===== src/rtl/idecode_sb.sv =====
// rtl/idecode_sb.sv - decode stage with register file and per-register hazard scoreboard
// Optional same-cycle writeback bypass: IDECODE_SB_BYPASS_EN
module idecode_sb #(
  parameter int WORD  = 32,
  parameter int W_OPC = 4,
  parameter int W_RN  = 3,
  parameter int W_IMM = 16,
  parameter logic [(1<<W_OPC)-1:0] WB_MASK   = 16'hFFF0,
  parameter logic [(1<<W_OPC)-1:0] ZEXT_MASK = 16'h00C0
) (
  input  logic                   clk,
  input  logic                   rst,
  input  logic                   v_i,
  input  logic [WORD-1:0]        inst_i,
  output logic                   stall_o,
  output logic                   v_o,
  output logic [WORD-1:0]        src_o,
  output logic [WORD-1:0]        dest_o,
  output logic [W_RN-1:0]        rdnum_o,
  output logic                   wb_o,
  output logic [W_OPC-1:0]       dopc_o,
  input  logic                   stall_i,
  input  logic                   wbv_i,
  input  logic [W_RN-1:0]        wbnum_i,
  input  logic [WORD-1:0]        wbdata_i,
  output logic [(1<<W_RN)-1:0]   busy_o
);

  localparam int NREG   = 1 << W_RN;
  localparam int B_IMMF = WORD - W_OPC - 1;
  localparam int B_RD   = B_IMMF - 1;
  localparam int B_RS   = B_RD - W_RN;
  localparam int B_IMM  = B_RS - W_RN;
  localparam int N_LSB  = B_IMM - W_IMM + 1;

  logic [WORD-1:0]  r_rf [NREG];
  logic [NREG-1:0]  r_busy;
  logic             r_v;
  logic [WORD-1:0]  r_src;
  logic [WORD-1:0]  r_dest;
  logic [W_RN-1:0]  r_rdnum;
  logic             r_wb;
  logic [W_OPC-1:0] r_dopc;

  logic [W_OPC-1:0] w_opc;
  logic             w_immf;
  logic [W_RN-1:0]  w_rd;
  logic [W_RN-1:0]  w_rs;
  logic [W_IMM-1:0] w_imm;
  logic [WORD-1:0]  w_imm_ext;
  logic [NREG-1:0]  w_busy_eff;
  logic [WORD-1:0]  w_rs_val;
  logic [WORD-1:0]  w_rd_val;
  logic             w_hold;
  logic             w_hazard;
  logic             w_issue;

  assign w_opc  = inst_i[WORD-1 -: W_OPC];
  assign w_immf = inst_i[B_IMMF];
  assign w_rd   = inst_i[B_RD -: W_RN];
  assign w_rs   = inst_i[B_RS -: W_RN];
  assign w_imm  = inst_i[B_IMM -: W_IMM];

  generate
    if (N_LSB > 0) begin : g_lsb
      logic w_unused_lsb;
      assign w_unused_lsb = ^inst_i[N_LSB-1:0];
    end
  endgenerate

  assign w_imm_ext = {{(WORD-W_IMM){w_imm[W_IMM-1] & ~ZEXT_MASK[w_opc]}}, w_imm};

`ifdef IDECODE_SB_BYPASS_EN
  // A register being written back this cycle is already resolved: forward wbdata_i.
  logic [NREG-1:0] w_wb_hit;
  assign w_wb_hit   = wbv_i ? ({{(NREG-1){1'b0}}, 1'b1} << wbnum_i) : '0;
  assign w_busy_eff = r_busy & ~w_wb_hit;
  assign w_rs_val   = (wbv_i && wbnum_i == w_rs) ? wbdata_i : r_rf[w_rs];
  assign w_rd_val   = (wbv_i && wbnum_i == w_rd) ? wbdata_i : r_rf[w_rd];
`else
  assign w_busy_eff = r_busy;
  assign w_rs_val   = r_rf[w_rs];
  assign w_rd_val   = r_rf[w_rd];
`endif

  assign w_hold   = r_v & stall_i;
  assign w_hazard = v_i & (w_busy_eff[w_rd] | (~w_immf & w_busy_eff[w_rs]));
  assign w_issue  = v_i & ~w_hazard & ~w_hold;
  assign stall_o  = w_hold | w_hazard;

  always_ff @(posedge clk or negedge rst) begin
    if (!rst) begin
      r_v     <= 1'b0;
      r_src   <= '0;
      r_dest  <= '0;
      r_rdnum <= '0;
      r_wb    <= 1'b0;
      r_dopc  <= '0;
      r_busy  <= '0;
      for (int i = 0; i < NREG; i++) r_rf[i] <= '0;
    end else begin
      if (!w_hold) begin
        r_v <= w_issue;
        if (w_issue) begin
          r_src   <= w_immf ? w_imm_ext : w_rs_val;
          r_dest  <= w_rd_val;
          r_rdnum <= w_rd;
          r_wb    <= WB_MASK[w_opc];
          r_dopc  <= w_opc;
        end
      end
      if (wbv_i) begin
        r_busy[wbnum_i] <= 1'b0;
        r_rf[wbnum_i]   <= wbdata_i;
      end
      // Issued after the clear so a new pending writer wins over a same-cycle writeback.
      if (w_issue && WB_MASK[w_opc]) r_busy[w_rd] <= 1'b1;
    end
  end

  assign v_o     = r_v;
  assign src_o   = r_src;
  assign dest_o  = r_dest;
  assign rdnum_o = r_rdnum;
  assign wb_o    = r_wb;
  assign dopc_o  = r_dopc;
  assign busy_o  = r_busy;

endmodule


===== config.mk =====
export PLATFORM = sky130hd
export DESIGN_NAME = idecode_sb
export DESIGN_NICKNAME = d
export VERILOG_FILES = /design/src/rtl/idecode_sb.sv
export SDC_FILE = /design/constraint.sdc
export NUM_CORES = 1
export LEC_CHECK = 0
export CAP_MARGIN = 5
export CORE_ASPECT_RATIO = 0.6
export CORE_UTILIZATION = 55
export CTS_CLUSTER_DIAMETER = 80
export CTS_CLUSTER_SIZE = 14
export DETAILED_ROUTE_END_ITERATION = 7
export PLACE_DENSITY_LB_ADDON = 0.1
export SLEW_MARGIN = 40
export SYNTH_ARGS = -nofsm -noshare
export SYNTH_HDL_FRONTEND = slang
export SYNTH_SLANG_ARGS = --single-unit

===== constraint.sdc =====
create_clock -name clk -period 2.6 [get_ports clk]
set_clock_uncertainty 0.05 [all_clocks]
set_input_delay 0.39 -clock clk [delete_from_list [all_inputs] [get_ports clk]]
set_output_delay 0.39 -clock clk [all_outputs]
set_load 0.03 [all_outputs]

==> After elaboration in Yosys (flattened, before gate mapping) <==
Memory sizes are Yosys's and may differ from the RTL's.
Cells that the tools add are included.
{ "totals": {"ff_bits": 337, "romBits": 32, "input_bits": 72, "output_inout_bits": 82, "wordCells": 72, "memories": 2} }
{ "mem_list": {"columns": ["name", "words", "word_bits", "read_ports", "rd_ports_with_merged_regs", "write_ports", "line", "rtl"], "rows": [
  ["(no name shown)", 16, 1, 1, 0, 0, "117", "if (w_issue && WB_MASK[w_opc]) r_busy[w_rd] <= 1'b1;"],
  ["(no name shown)", 16, 1, 1, 0, 0, "71", "assign w_imm_ext = {{(WORD-W_IMM){w_imm[W_IMM-1] & ~ZEXT_MASK[w_opc]}}, w_imm};"]
]} }
{ "op_classes": {"magnitude_cmp": 10, "muxes": 22, "n_bitwise": 18, "reduce_logical": 5} }
{ "op_table": {"columns": ["op", "count"], "rows": [
  ["bitwise mux 256 bit", 1],
  ["binary-select mux 32 bit (select 3 bit)", 2],
  ["two-way mux 32 bit", 6],
  ["demux 32 bit (select 3 bit)", 1],
  ["two-way mux 8 bit", 2],
  ["greater-or-equal comparator 4 bit (second input constant)", 3],
  ["less-than comparator 3 x 4 -> 1 bit (second input constant)", 3],
  ["inverter 3 -> 4 bit", 3],
  ["bitwise AND 8 bit", 1],
  ["inverter 8 bit", 1],
  ["bitwise OR 8 bit", 1],
  ["bitwise AND 1 bit", 6],
  ["binary-select mux 1 bit (select 3 bit)", 2],
  ["demux 1 bit (select 3 bit)", 2],
  ["greater-or-equal comparator 3 x 1 -> 1 bit (second input constant)", 2],
  ["two-way mux 1 bit", 6],
  ["less-than comparator 4 x 5 -> 1 bit (second input constant)", 1],
  ["logical AND 1 bit", 4],
  ["less-than comparator 4 x 1 -> 1 bit (second input constant)", 1],
  ["inverter 1 bit", 4],
  ["bitwise OR 1 bit", 2],
  ["AND reduction 2 bit", 1]
]} }

==> Longest topological paths before layout <==
{ "logic_depth": {"word_depth": 10, "mapped_depth": 8, "depth_no_buf": 5} }

==> Worst setup path after synthesis <==
Ideal clock, no wire load.
{ "synth_path": {"kind": "in2reg", "from": "input port inst_i[25]", "to": "register r_src[14] (netlist: src_o[14])", "setup_ps": 128, "arrival_ps": 2433, "slack_ps": -10, "path_stages": 7, "path_buffers": 2, "cell_sequence": "clkbuf_1 > mux2_2 > a32o_1 > a2111oi_4 > nand2_2 > buf_2 > mux2_1"} }
{ "synth_via": {"elab_chain_cells": 8} }
{ "synth_rtl": {"columns": ["element", "line", "rtl"], "rows": [
  ["start: declaration", "14", "input logic [WORD-1:0] inst_i,"],
  ["binary-select mux 1 bit (select 3 bit)", "87", "assign w_hazard = v_i & (w_busy_eff[w_rd] | (~w_immf & w_busy_eff[w_rs]));"],
  ["two-way mux 1 bit (not written as such)", "87", null],
  ["bitwise OR 1 bit", "87", null],
  ["bitwise AND 1 bit", "87", null],
  ["inverter 1 bit", "88", "assign w_issue = v_i & ~w_hazard & ~w_hold;"],
  ["bitwise AND 1 bit (2 in series)", "88", null],
  ["AND reduction 2 bit (no line)", null, null],
  ["end signal: assignment", "105", "r_src <= w_immf ? w_imm_ext : w_rs_val;"],
  ["end: declaration", "39", "logic [WORD-1:0] r_src;"]
]} }
Every way passes these cells. The select of a mux whose other input is x is not followed.
A chain may end at the register's enable or synchronous reset.

==> Worst setup path in the final report <==
{ "layout_path": {"from": "register r_busy[0] (netlist: busy_o[0])", "to": "output port stall_o"} }
{ "layout_via": {"elab_chain_cells": 6, "word_cells_on_any_way": 8, "cone_classes": "mux: 4; bitwise: 4"} }
{ "layout_rtl": {"columns": ["element", "line", "rtl"], "rows": [
  ["start: declaration", "37", "logic [NREG-1:0] r_busy;"],
  ["start signal: assignment", "99", "r_busy <= '0;"],
  ["start signal: indexed assignment", "113", "r_busy[wbnum_i] <= 1'b0;"],
  ["start signal: indexed assignment", "117", null],
  ["binary-select mux 1 bit (select 3 bit)", "87", null],
  ["two-way mux 1 bit (not written as such)", "87", null],
  ["bitwise AND 1 bit", "87", null],
  ["bitwise OR 1 bit *", "87", null],
  ["bitwise AND 1 bit *", "87", null],
  ["bitwise OR 1 bit *", "89", "assign stall_o = w_hold | w_hazard;"],
  ["end: declaration", "15", "output logic stall_o,"]
]} }
Every way passes the cells marked *; elsewhere a longest branch is shown, timed or not. The select of a mux whose other input is x is not followed.

==> impl_metrics.py <==
metrics = {
    "outcome": {
        "run_status": "complete, but fails checks",
        "violations": "negative setup slack",
    },
    "final_layout": {
        "area.growth.synth_to_final_pct": 19.2,
        "insertedDiodeCount": 0,
        "layout_cells_sized_above_1": 0.376,
        "fillCellCount": 2255,
        "num-nets-final": 1492,
        "final_core_utilization": 0.670,
    },
    "synth": {
        "synth_enable_flop_cells": 0,
        "synth.yosys.warnings": 0,
        "yosysTopAreaCellShare": 0.499,
        "syn_nets": 1333,
        "synth_cell_type_count": 43,
        "synth.yosys.seq_area_share": 0.499,
        "synth.cell_area_mm2": 0.0169,
        "syn-mean-instance-area_um2": 13.4,
        "synthTopCellsByArea": "sky130_fd_sc_hd__dfrtp_1 50%, sky130_fd_sc_hd__mux2_2 23%, sky130_fd_sc_hd__mux4_2 7.5%, sky130_fd_sc_hd__mux2i_1 5.0%, sky130_fd_sc_hd__clkbuf_1 1.7%",
        "async_flop_share": 1.00,
        "yosys_top_cell_by_area": "sky130_fd_sc_hd__dfrtp_1",
        "synth-seq-cells": 337,
        "dominant_synthesized_flop_cell": "sky130_fd_sc_hd__dfrtp_1",
        "synthesis.instances": 1261,
    },
    "power": {
        "power_per_cell_area_mw_per_mm2": 879,
        "leakage_uw": 0.00851,
        "vdd_drop_max_mv": 0.518,
    },
    "clock_network": {
        "cts.path.max_buffers": 3,
        "tritoncts": "built",
        "cts_made_buffers": 28,
        "clk_pin_slew_ns": 0.07,
        "clockRootBuffer": "sky130_fd_sc_hd__clkbuf_16",
        "cts-htree-levels": 1,
        "clkLatencyLatePin_ns": 0.58,
        "total_number_of_clock_tree_sinks": 337,
    },
    "routing": {
        "detail_route.drc_violations": 0,
        "route.final.wire_length_um": 48100,
        "drtAntennaViolNets": 0,
        "drt-pass1-iter-count": 5,
        "wl_per_cell_um": 26.3,
        "drt_first_iter_violations": 1068,
        "vias_per_cell": 6.45,
        "detailroute.via_count": 11800,
    },
    "timing": {
        "timing_hold_violations_final": 0,
        "finalMaxSlewViolations": 0,
        "report.final.setup_viol": 1,
        "fmax_mhz": 364,
        "slew-limit-headroom": 0.469,
        "tightest_slew_ns": 0.794,
        "final.setup.worst_slack_ns": -0.144,
        "min_hold_slack_ns": 0.256,
        "min_period_over_period": 1.06,
        "rsz0062_at_grt": "yes",
        "timing.final.crit_period_ns": 2.74,
    },
    "floorplanning": {
        "dieHeight_um": 138,
        "die_width_um": 228,
        "io_pins": 154,
        "design.die.area_mm2": 0.0314,
        "placementRows": 49,
        "core_region_area_mm2": 0.0300,
        "initial_core_utilization": 0.562,
    },
    "worst_setup_path": {
        "crit_arrival_ns": 2.30,
        "end_kind": "output port",
        "path_class": "reg -> out",
        "timing.critical_path.required_ns": 2.16,
        "ff2ff_path_depth": 8,
        "timing.critical_path.from_type": "flop",
        "critical_path_peak_fanout": 2,
    },
    "placed_design": {
        "place.detailed.hpwl_um": 30300,
        "pre_cts_slack_ns": 0.0569,
        "routabilityCongestion": 0.871,
        "place.port_buffers": 148,
    },
    "worst_hold_path": {
        "hold_path.class": "in -> reg",
        "hold-path-cell-count": 2,
    },
    "grt": {
        "grt_max_degree": 91,
        "global_route.usage.total": 0.311,
        "grt_antenna_before_repair": 0,
        "vias_in_the_first_global_route": 11800,
        "global_route_wire_length_before_repair_um": 73300,
        "grt_remaining_overflow": 0,
    },
    "run": {
        "max-cap-violations": 0,
    },
}
cell type report:
class                      instances  area [um2]  area share
clock buffer                      29         704      0.0350
clock inverter                     2        32.5     0.00162
inverter                          27         101     0.00504
multi-input combinational        793        7990       0.397
sequential                       337        8430       0.419
tap                              408         510      0.0254
timing repair buffer             233        2350       0.117
per-stage QoR:
step	area, um2	total power (uW)	TNS (ns)	cells
2_1_floorplan	16900	11400	0	1261
3_3_place_gp	19400	13700	0	1795
3_5_place_dp	19400	13900	0	1795
4_1_cts	20100	17700	-0.186	1828
5_1_grt	20100	18500	-0.196	1829
6_report	20100	17700	-0.144	1829
critical path, stage by stage (launching register included):
cell and delay [ns]:
sky130_fd_sc_hd__dfrtp_1 0.40, sky130_fd_sc_hd__mux4_2 0.45, sky130_fd_sc_hd__a22o_1 0.23, sky130_fd_sc_hd__a211o_1 0.29, sky130_fd_sc_hd__a22o_1 0.23, sky130_fd_sc_hd__buf_6 0.14
flip-flops by register name (all words and copies together) (netlist names):
register  cells
r_rf        256
dest_o       32
src_o        32
busy_o        8
dopc_o        4
rdnum_o       3
v_o           1
wb_o          1
logic make-up after synthesis:
logic type,count (synthesis),synth area share
DFF,337,0.499
and+or+nand+nor,106,0.0310
buffers and inverters,131,0.0297
muxes,493,0.360
AOI/OAI and AO/OA,194,0.0800
cells in the mapped netlist (20+ instances only):
master,n
sky130_fd_sc_hd__o21ai_0,27
sky130_fd_sc_hd__a221oi_1,26
sky130_fd_sc_hd__mux2_2,340
sky130_fd_sc_hd__nor2b_1,25
sky130_fd_sc_hd__a21oi_1,33
sky130_fd_sc_hd__o22ai_1,29
sky130_fd_sc_hd__buf_1,20
sky130_fd_sc_hd__mux2i_1,85
sky130_fd_sc_hd__clkbuf_1,76
sky130_fd_sc_hd__nand2_1,40
sky130_fd_sc_hd__dfrtp_1,337
sky130_fd_sc_hd__inv_1,25
sky130_fd_sc_hd__mux4_2,56
power breakdown:
part | internal [uW] | switching (uW) | leakage (uW)
Combinational | 3120 | 2990 | 0.00410
Clock | 1920 | 1900 | 0.000360
Sequential | 6720 | 1040 | 0.00405
path summary, 6_finish.rpt:
| kind | start | slack (ns) | to |
|---|---|---|---|
| worst min register to register | dest_o[8]$_DFFE_PN0P_ | 0.44 | dest_o[8]$_DFFE_PN0P_ |
| max in group asynchronous | rst | 1.38 | src_o[20]$_DFFE_PN0P_ |
| worst max-delay path | busy_o[0]$_DFF_PN0_ | -0.14 | stall_o |
| worst min-delay path | inst_i[24] | 0.26 | busy_o[5]$_DFF_PN0_ |
| min in group asynchronous | rst | 0.33 | r_rf[96]$_DFFE_PN0P_ |
| worst max register to register | busy_o[0]$_DFF_PN0_ | 0.12 | dest_o[14]$_DFFE_PN0P_ |
per-layer routing:
| metal | wire [um] | up-vias | track usage |
|---|---|---|---|
| met5 | 0 | - | 0 |
| met4 | 975 | 0 | 0.0682 |
| met3 | 3150 | 82 | 0.0451 |
| met2 | 22400 | 480 | 0.502 |
| met1 | 21600 | 6167 | 0.451 |
| li1 | - | 5062 | - |
cell usage in the layout, fill, tap and decap left out, types with 3 or more instances in the layout:
cell                              instances
sky130_fd_sc_hd__mux2_1                  12
sky130_fd_sc_hd__inv_1                   25
sky130_fd_sc_hd__a32o_1                   4
sky130_fd_sc_hd__a221oi_1                26
sky130_fd_sc_hd__nand2b_1                 3
sky130_fd_sc_hd__dfrtp_1                337
sky130_fd_sc_hd__nor2b_1                 23
sky130_fd_sc_hd__buf_2                    6
sky130_fd_sc_hd__mux2i_1                 85
sky130_fd_sc_hd__a31oi_1                 13
sky130_fd_sc_hd__a22oi_1                 17
sky130_fd_sc_hd__mux2_2                 340
sky130_fd_sc_hd__a211oi_1                17
sky130_fd_sc_hd__o2bb2ai_1                4
sky130_fd_sc_hd__o32ai_1                  3
sky130_fd_sc_hd__buf_4                   64
sky130_fd_sc_hd__o221ai_1                 3
sky130_fd_sc_hd__o21ai_0                 27
sky130_fd_sc_hd__a21oi_1                 33
sky130_fd_sc_hd__nor2_1                   7
sky130_fd_sc_hd__o22ai_1                 29
sky130_fd_sc_hd__a221o_1                  3
sky130_fd_sc_hd__buf_12                  20
sky130_fd_sc_hd__clkdlybuf4s50_1        139
sky130_fd_sc_hd__nor3_1                  17
sky130_fd_sc_hd__nand2_1                 40
sky130_fd_sc_hd__clkbuf_16               28
sky130_fd_sc_hd__a22o_1                   4
sky130_fd_sc_hd__mux4_2                  56
sky130_fd_sc_hd__o22a_1                   3
timing repair:
item / CTS / global route
endpoints found under the hold margin: 61 / 0
pin swaps: 2 / 3
gates cloned: 0 / 0
buffers inserted: 1 / 1
hold buffers: 1 / 0
gates resized for setup: 1 / 2
setup endpoints to repair: 1 / 1
(Power assumes the default switching activity.)
